<file path="config.mk">
export PLATFORM = sky130hd
export DESIGN_NAME = mfp_ahb_gpio_irq
export DESIGN_NICKNAME = d
export VERILOG_FILES = /design/src/rtl/mfp_ahb_gpio_irq_pkg.sv /design/src/rtl/mfp_gpio_irq_port.sv /design/src/rtl/mfp_ahb_gpio_irq.sv
export SDC_FILE = /design/constraint.sdc
export NUM_CORES = 1
export LEC_CHECK = 0
export BUFFER_PORTS_ARGS = -buffer_cell sky130_fd_sc_hd__buf_4
export CORE_MARGIN = 3
export CORE_UTILIZATION = 50
export DETAILED_ROUTE_END_ITERATION = 16
export PLACE_DENSITY = 0.77
export SLEW_MARGIN = 30
export SYNTH_ARGS = -nofsm -noshare
export SYNTH_HDL_FRONTEND = slang
export SYNTH_SLANG_ARGS = --single-unit
</file>
<file path="constraint.sdc">
create_clock -name HCLK -period 2.78 [get_ports HCLK]
set_input_delay 0.695 -clock HCLK [delete_from_list [all_inputs] [get_ports HCLK]]
set_output_delay 0.695 -clock HCLK [all_outputs]
set_load 0.005 [all_outputs]
</file>
<file path="src/rtl/mfp_ahb_gpio_irq_pkg.sv">
// Shared constants and register struct for the AHB-Lite GPIO block with per-port edge interrupts.
// Optional input synchroniser selected by MFP_AHB_GPIO_IRQ_SYNC_EN (see mfp_gpio_irq_port).
package mfp_ahb_gpio_irq_pkg;

  localparam logic [2:0] REG_DATA_IN  = 3'd0;
  localparam logic [2:0] REG_DATA_OUT = 3'd1;
  localparam logic [2:0] REG_OUT_SET  = 3'd2;
  localparam logic [2:0] REG_OUT_CLR  = 3'd3;
  localparam logic [2:0] REG_DIR      = 3'd4;
  localparam logic [2:0] REG_IRQ_EN   = 3'd5;
  localparam logic [2:0] REG_IRQ_EDGE = 3'd6;
  localparam logic [2:0] REG_IRQ_STAT = 3'd7;

  localparam logic [1:0] HTRANS_NONSEQ = 2'b10;
  localparam logic [1:0] HTRANS_SEQ    = 2'b11;
  localparam logic [2:0] HSIZE_WORD    = 3'b010;

  typedef struct packed {
    logic [31:0] data_out;
    logic [31:0] dir;
    logic [31:0] irq_en;
    logic [31:0] irq_edge;
    logic [31:0] irq_stat;
  } gpio_regs_t;

  // Keeps bits above PORT_WIDTH permanently zero so they read back as 0.
  function automatic logic [31:0] width_mask(input int w);
    return (w >= 32) ? 32'hFFFF_FFFF : ((32'd1 << w) - 32'd1);
  endfunction

endpackage

</file>
<file path="src/rtl/mfp_gpio_irq_port.sv">
// One GPIO port: output/direction/irq registers, edge detector with sticky status, registered irq.
// MFP_AHB_GPIO_IRQ_SYNC_EN inserts a 2-flop synchroniser on the pins ahead of DATA_IN and edge logic.
module mfp_gpio_irq_port
  import mfp_ahb_gpio_irq_pkg::*;
#(
  parameter int PORT_WIDTH = 32
) (
  input  logic                  clk_i,
  input  logic                  rst_n_i,
  input  logic                  wr_en_i,
  input  logic [2:0]            wr_reg_i,
  input  logic [31:0]           wr_dat_i,
  input  logic [PORT_WIDTH-1:0] pin_i,
  output gpio_regs_t            regs_o,
  output logic [31:0]           din_o,
  output logic [PORT_WIDTH-1:0] out_o,
  output logic [PORT_WIDTH-1:0] oe_o,
  output logic                  irq_o
);

  localparam logic [31:0] MASK = width_mask(PORT_WIDTH);

  gpio_regs_t  regs_q, regs_d;
  logic [31:0] in_w, prev_q, ev_w, wd_w, w1c_w;
  logic        irq_q;

`ifdef MFP_AHB_GPIO_IRQ_SYNC_EN
  logic [31:0] sync1_q, sync2_q;

  always_ff @(posedge clk_i or negedge rst_n_i) begin
    if (!rst_n_i) begin
      sync1_q <= '0;
      sync2_q <= '0;
    end else begin
      sync1_q <= 32'(pin_i);
      sync2_q <= sync1_q;
    end
  end

  assign in_w = sync2_q;
`else
  assign in_w = 32'(pin_i);
`endif

  assign ev_w = (regs_q.irq_edge & in_w & ~prev_q) | (~regs_q.irq_edge & ~in_w & prev_q);
  assign wd_w = wr_dat_i & MASK;

  always_comb begin
    regs_d = regs_q;
    w1c_w  = '0;
    if (wr_en_i) begin
      case (wr_reg_i)
        REG_DATA_OUT: regs_d.data_out = wd_w;
        REG_OUT_SET:  regs_d.data_out = regs_q.data_out | wd_w;
        REG_OUT_CLR:  regs_d.data_out = regs_q.data_out & ~wd_w;
        REG_DIR:      regs_d.dir      = wd_w;
        REG_IRQ_EN:   regs_d.irq_en   = wd_w;
        REG_IRQ_EDGE: regs_d.irq_edge = wd_w;
        REG_IRQ_STAT: w1c_w           = wd_w;
        default:      ;
      endcase
    end
    // A new event outranks a simultaneous write-one-to-clear on the same bit.
    regs_d.irq_stat = (regs_q.irq_stat & ~w1c_w) | (ev_w & regs_q.irq_en);
  end

  always_ff @(posedge clk_i or negedge rst_n_i) begin
    if (!rst_n_i) begin
      regs_q <= '0;
      prev_q <= '0;
      irq_q  <= 1'b0;
    end else begin
      regs_q <= regs_d;
      prev_q <= in_w;
      irq_q  <= |(regs_q.irq_stat & regs_q.irq_en);
    end
  end

  assign regs_o = regs_q;
  assign din_o  = in_w;
  assign out_o  = regs_q.data_out[PORT_WIDTH-1:0];
  assign oe_o   = regs_q.dir[PORT_WIDTH-1:0];
  assign irq_o  = irq_q;

endmodule

</file>
<file path="src/rtl/mfp_ahb_gpio_irq.sv">
// AHB-Lite GPIO slave: address-phase capture, write decode to PORT_COUNT ports, combinational read mux.
// Zero wait states, always OKAY; input synchroniser optional via MFP_AHB_GPIO_IRQ_SYNC_EN.
module mfp_ahb_gpio_irq
  import mfp_ahb_gpio_irq_pkg::*;
#(
  parameter int PORT_COUNT  = 1,
  parameter int PORT_WIDTH  = 32,
  parameter int HDATA_WIDTH = 32
) (
  input  logic                                  HCLK,
  input  logic                                  HRESETn,
  input  logic [31:0]                           HADDR,
  input  logic [1:0]                            HTRANS,
  input  logic [2:0]                            HSIZE,
  input  logic                                  HWRITE,
  input  logic                                  HSEL,
  input  logic                                  HREADY,
  input  logic [HDATA_WIDTH-1:0]                HWDATA,
  output logic [HDATA_WIDTH-1:0]                HRDATA,
  output logic                                  HREADYOUT,
  output logic                                  HRESP,
  input  logic [PORT_COUNT-1:0][PORT_WIDTH-1:0] gpio_in,
  output logic [PORT_COUNT-1:0][PORT_WIDTH-1:0] gpio_out,
  output logic [PORT_COUNT-1:0][PORT_WIDTH-1:0] gpio_oe,
  output logic [PORT_COUNT-1:0]                 irq
);

  logic       vld_q, vld_d, wr_q, port_hit, wr_ok;
  logic [2:0] size_q, reg_q;
  logic [3:0] port_q;
  logic [31:0] rd_dat;
  logic        unused_addr;

  gpio_regs_t  port_regs [PORT_COUNT];
  logic [31:0] port_din  [PORT_COUNT];

  assign vld_d = HSEL & HREADY & ((HTRANS == HTRANS_NONSEQ) | (HTRANS == HTRANS_SEQ));
  assign unused_addr = ^{HADDR[31:9], HADDR[1:0]};

  always_ff @(posedge HCLK or negedge HRESETn) begin
    if (!HRESETn) begin
      vld_q  <= 1'b0;
      wr_q   <= 1'b0;
      size_q <= '0;
      reg_q  <= '0;
      port_q <= '0;
    end else begin
      vld_q <= vld_d;
      if (vld_d) begin
        wr_q   <= HWRITE;
        size_q <= HSIZE;
        reg_q  <= HADDR[4:2];
        port_q <= HADDR[8:5];
      end
    end
  end

  assign port_hit = ({1'b0, port_q} < 5'(PORT_COUNT));
  assign wr_ok    = vld_q & wr_q & (size_q == HSIZE_WORD) & port_hit;

  for (genvar g = 0; g < PORT_COUNT; g++) begin : g_port
    mfp_gpio_irq_port #(.PORT_WIDTH(PORT_WIDTH)) u_port (
      .clk_i    (HCLK),
      .rst_n_i  (HRESETn),
      .wr_en_i  (wr_ok && (port_q == 4'(g))),
      .wr_reg_i (reg_q),
      .wr_dat_i (HWDATA),
      .pin_i    (gpio_in[g]),
      .regs_o   (port_regs[g]),
      .din_o    (port_din[g]),
      .out_o    (gpio_out[g]),
      .oe_o     (gpio_oe[g]),
      .irq_o    (irq[g])
    );
  end

  // Unmatched port indices fall through the loop and read as zero.
  always_comb begin
    rd_dat = '0;
    if (vld_q && !wr_q) begin
      for (int p = 0; p < PORT_COUNT; p++) begin
        if (port_q == 4'(p)) begin
          case (reg_q)
            REG_DATA_IN:  rd_dat = port_din[p];
            REG_DATA_OUT: rd_dat = port_regs[p].data_out;
            REG_DIR:      rd_dat = port_regs[p].dir;
            REG_IRQ_EN:   rd_dat = port_regs[p].irq_en;
            REG_IRQ_EDGE: rd_dat = port_regs[p].irq_edge;
            REG_IRQ_STAT: rd_dat = port_regs[p].irq_stat;
            default:      rd_dat = '0;
          endcase
        end
      end
    end
  end

  assign HRDATA    = rd_dat;
  assign HREADYOUT = 1'b1;
  assign HRESP     = 1'b0;

endmodule

</file>
==> impl_metrics.csv <==
group,metric,value,unit
clocking,clk_pin_slew,60,ps
route,routed_via_density,5.99,
worst_hold_path,hp-class,"in -> async",
clocking,clk-insertion-delay-late,500,ps
floorplan,core_area,19800,sq um
power,ir_worst_vdd,0.485,mV
clocking,cts_buffers,23,
placement,io_buffers,176,
power,power.density,634,nW/um^2
setup_path,start_kind,"register",
setup_path,worstSetupEndpointType,"output pin",
outcome,violations,"negative setup slack",
setup_path,critPathMaxFanout,16,
placement,preCtsSetupSlack,230,ps
synthesis,syn-num-nets,1061,
synthesis,syn_inst,955,
setup_path,worst-setup-path-type,"reg -> out",
sta,max-slew-margin-rel,0.627,
sta,period_needed,2800,ps
sta,setup_viol,3,
cells_and_area,antenna_cells,0,
synthesis,synth_area_leader_cell,"dfrtp_1",
sta,rsz0062_at_grt,"true",
sta,skew,6.45,ps
synthesis,ys_seq_area_frac,0.502,
placement,hpwl,19200,um
placement,place_inst,1313,
floorplan,dieArea,22200,sq um
clocking,h-tree-depth,1,
sta,max_freq,0.357,GHz
sta,hold_viol_final,0,
placement,place_area,11500,sq um
synthesis,yosysUniqueCellTypes,44,
cells_and_area,nNetsFinal,1195,
cells_and_area,drive_gt1_frac,0.392,
sta,whs,192,ps
clocking,cts_sinks,205,
floorplan,row_count,51,
global_routing,grt_pass1_wl,45700,um
synthesis,yosysWarningCount,0,
cells_and_area,layout.cells.most_common,"buf_4",
cells_and_area,area_growth,24.6,%
floorplan,ios,205,
sta,setup_slack,-17.2,ps
setup_path,required,2090,ps
floorplan,initial_utilization,0.517,
synthesis,synthArstFlopShare,1.00,
route,drt_pass1_iterations,6,
route,drt_iter0_drc,622,
cells_and_area,fin_area,12700,sq um
global_routing,antenna_found_initial,0,
route,post_drt_wl_per_cell,21.4,um
clocking,cts_tree,"done",
sta,tightest_slew,560,ps
synthesis,syn_area_per_cell,10.7,sq um
global_routing,first_global_vias,8163,
route,drtAntennaViolNets,0,
floorplan,die_w,149,um
setup_path,arrival,2100,ps
global_routing,track_usage,0.259,
placement,routabilityCongestion,0.824,
global_routing,gr-total-overflow,0,
sta,post-route-period-util,1.01,
clocking,cts_root_buf,"clkbuf_16",
outcome,status,"complete, but fails checks",
route,drcViolationCount,0,
global_routing,grt_max_degree,68,
synthesis,synth-edff-count,0,
route,finalWirelength,29300,um
synthesis,netlist.area_leader.share,0.502,
route,vias,8206,
job,maxCapViolCount,0,
synthesis,syn_area,10200,sq um
cells_and_area,stdcell_count,1370,
sta,tns,-26.2,ps
clocking,clockBufferDepth,3,
sta,drv_slew,0,
cells_and_area,mostFrequentLayoutCells,"buf_4, dfrtp_1, nand2_1",
floorplan,die_h,149,um
synthesis,synthFlopType,"dfrtp_1",
synthesis,synth.ff_latch_count,205,
synthesis,synth_area_leaders,"dfrtp_1, mux2_2, buf_4",
power,leakagePower,5.66,nW
==> area by class of cell <==
cell class,count,area [sq um]
Clock buffer,34,657
Clock inverter,7,43.8
Fill cell,1537,7040
Inverter,2,7.51
Multi-Input combinational cell,626,4600
Sequential cell,205,5130
Tap cell,265,332
Timing Repair Buffer,231,1980
==> critical path, cell delays in order, from the launching register on <==
cell	delay, ps
dfrtp_2	480
buf_4	170
a21oi_1	150
nand3_2	100
buf_4	250
a211oi_1	270
buf_4	170
==> per-layer routing <==
layer	GRT usage	vias to the layer above	routed length, um
met3	0.0483	46	2280
met2	0.420	339	14200
li1	-	3703	-
met4	0.0719	0	652
met5	0	-	0
met1	0.360	4118	12100
==> state kept, by name, indices dropped and copies added, names as in the netlist <==
name	count
g_port.u_port.irq_o	1
g_port.u_port.oe_o	32
g_port.u_port.out_o	32
g_port.u_port.prev_q	32
g_port.u_port.regs_o	96
port_q	4
reg_q	3
size_q	3
vld_q	1
wr_q	1
==> logic make-up after synthesis <==
kind of cell           share of synthesized area
XOR/XNOR                                0.000857
AND/OR/NAND/NOR                           0.0929
AO/OA/AOI/OAI                              0.167
flip-flops                                 0.502
other                                   0.000734
buffers and inverters                     0.0754
multiplexers                               0.162
==> cells in the mapped netlist, drive strengths merged (2+ instances only) <==
| cell type | instances |
|---|---|
| mux4 | 5 |
| a31oi | 48 |
| buf | 101 |
| a22o | 34 |
| a211oi | 11 |
| a21oi | 42 |
| o21ai | 35 |
| a21o | 6 |
| conb | 2 |
| a2bb2oi | 3 |
| and3 | 3 |
| a221oi | 8 |
| nor2b | 2 |
| clkbuf | 21 |
| a311oi | 11 |
| mux2i | 27 |
| dfrtp | 205 |
| nand3 | 3 |
| o32ai | 2 |
| nand4 | 6 |
| inv | 2 |
| a22oi | 50 |
| nor3b | 3 |
| nor2 | 66 |
| and2 | 2 |
| nand2 | 132 |
| mux2 | 113 |
| nor3 | 3 |
| or4 | 2 |
==> what timing repair did <==
item,in CTS,in global routing
setup endpoints to repair,32,32
pin swaps,3,10
hold buffers,0,0
setup buffers,8,5
resized for setup,19,46
gates cloned,1,2
==> final timing paths <==
| path | to | slack (ps) | from | depth (start not counted) |
|---|---|---|---|---|
| hold / removal | g_port[0].u_port.prev_q[14]$_DFF_PN0_ | 190 | HRESETn | 1 |
| max in group asynchronous | reg_q[0]$_DFFE_PN0P_ | 1790 | HRESETn | 2 |
| hold reg to reg | g_port[0].u_port.oe_o[26]$_DFFE_PN0P_ | 520 | g_port[0].u_port.oe_o[26]$_DFFE_PN0P_ | 1 |
| setup / recovery | HRDATA[19] | -20 | reg_q[1]$_DFFE_PN0P_ | 6 |
| min in group HCLK | g_port[0].u_port.prev_q[11]$_DFF_PN0_ | 320 | gpio_in[11] | 1 |
| setup reg to reg | g_port[0].u_port.oe_o[27]$_DFFE_PN0P_ | 620 | port_q[3]$_DFFE_PN0P_ | 5 |
==> through the flow <==
stage | utilization | power [mW]
6_report | 0.644 | 8.07
5_1_grt | 0.644 | 8.42
4_1_cts | 0.628 | 7.91
3_5_place_dp | 0.584 | 4.97
3_3_place_gp | 0.584 | 4.92
2_1_floorplan | - | 4.39
==> power breakdown <==
| part | switching [mW] | internal [mW] |
|---|---|---|
| logic | 0.878 | 0.915 |
| registers | 0.239 | 3.20 |
| clock network | 1.20 | 1.64 |
Note: power is estimated with default switching activity, not from simulation.
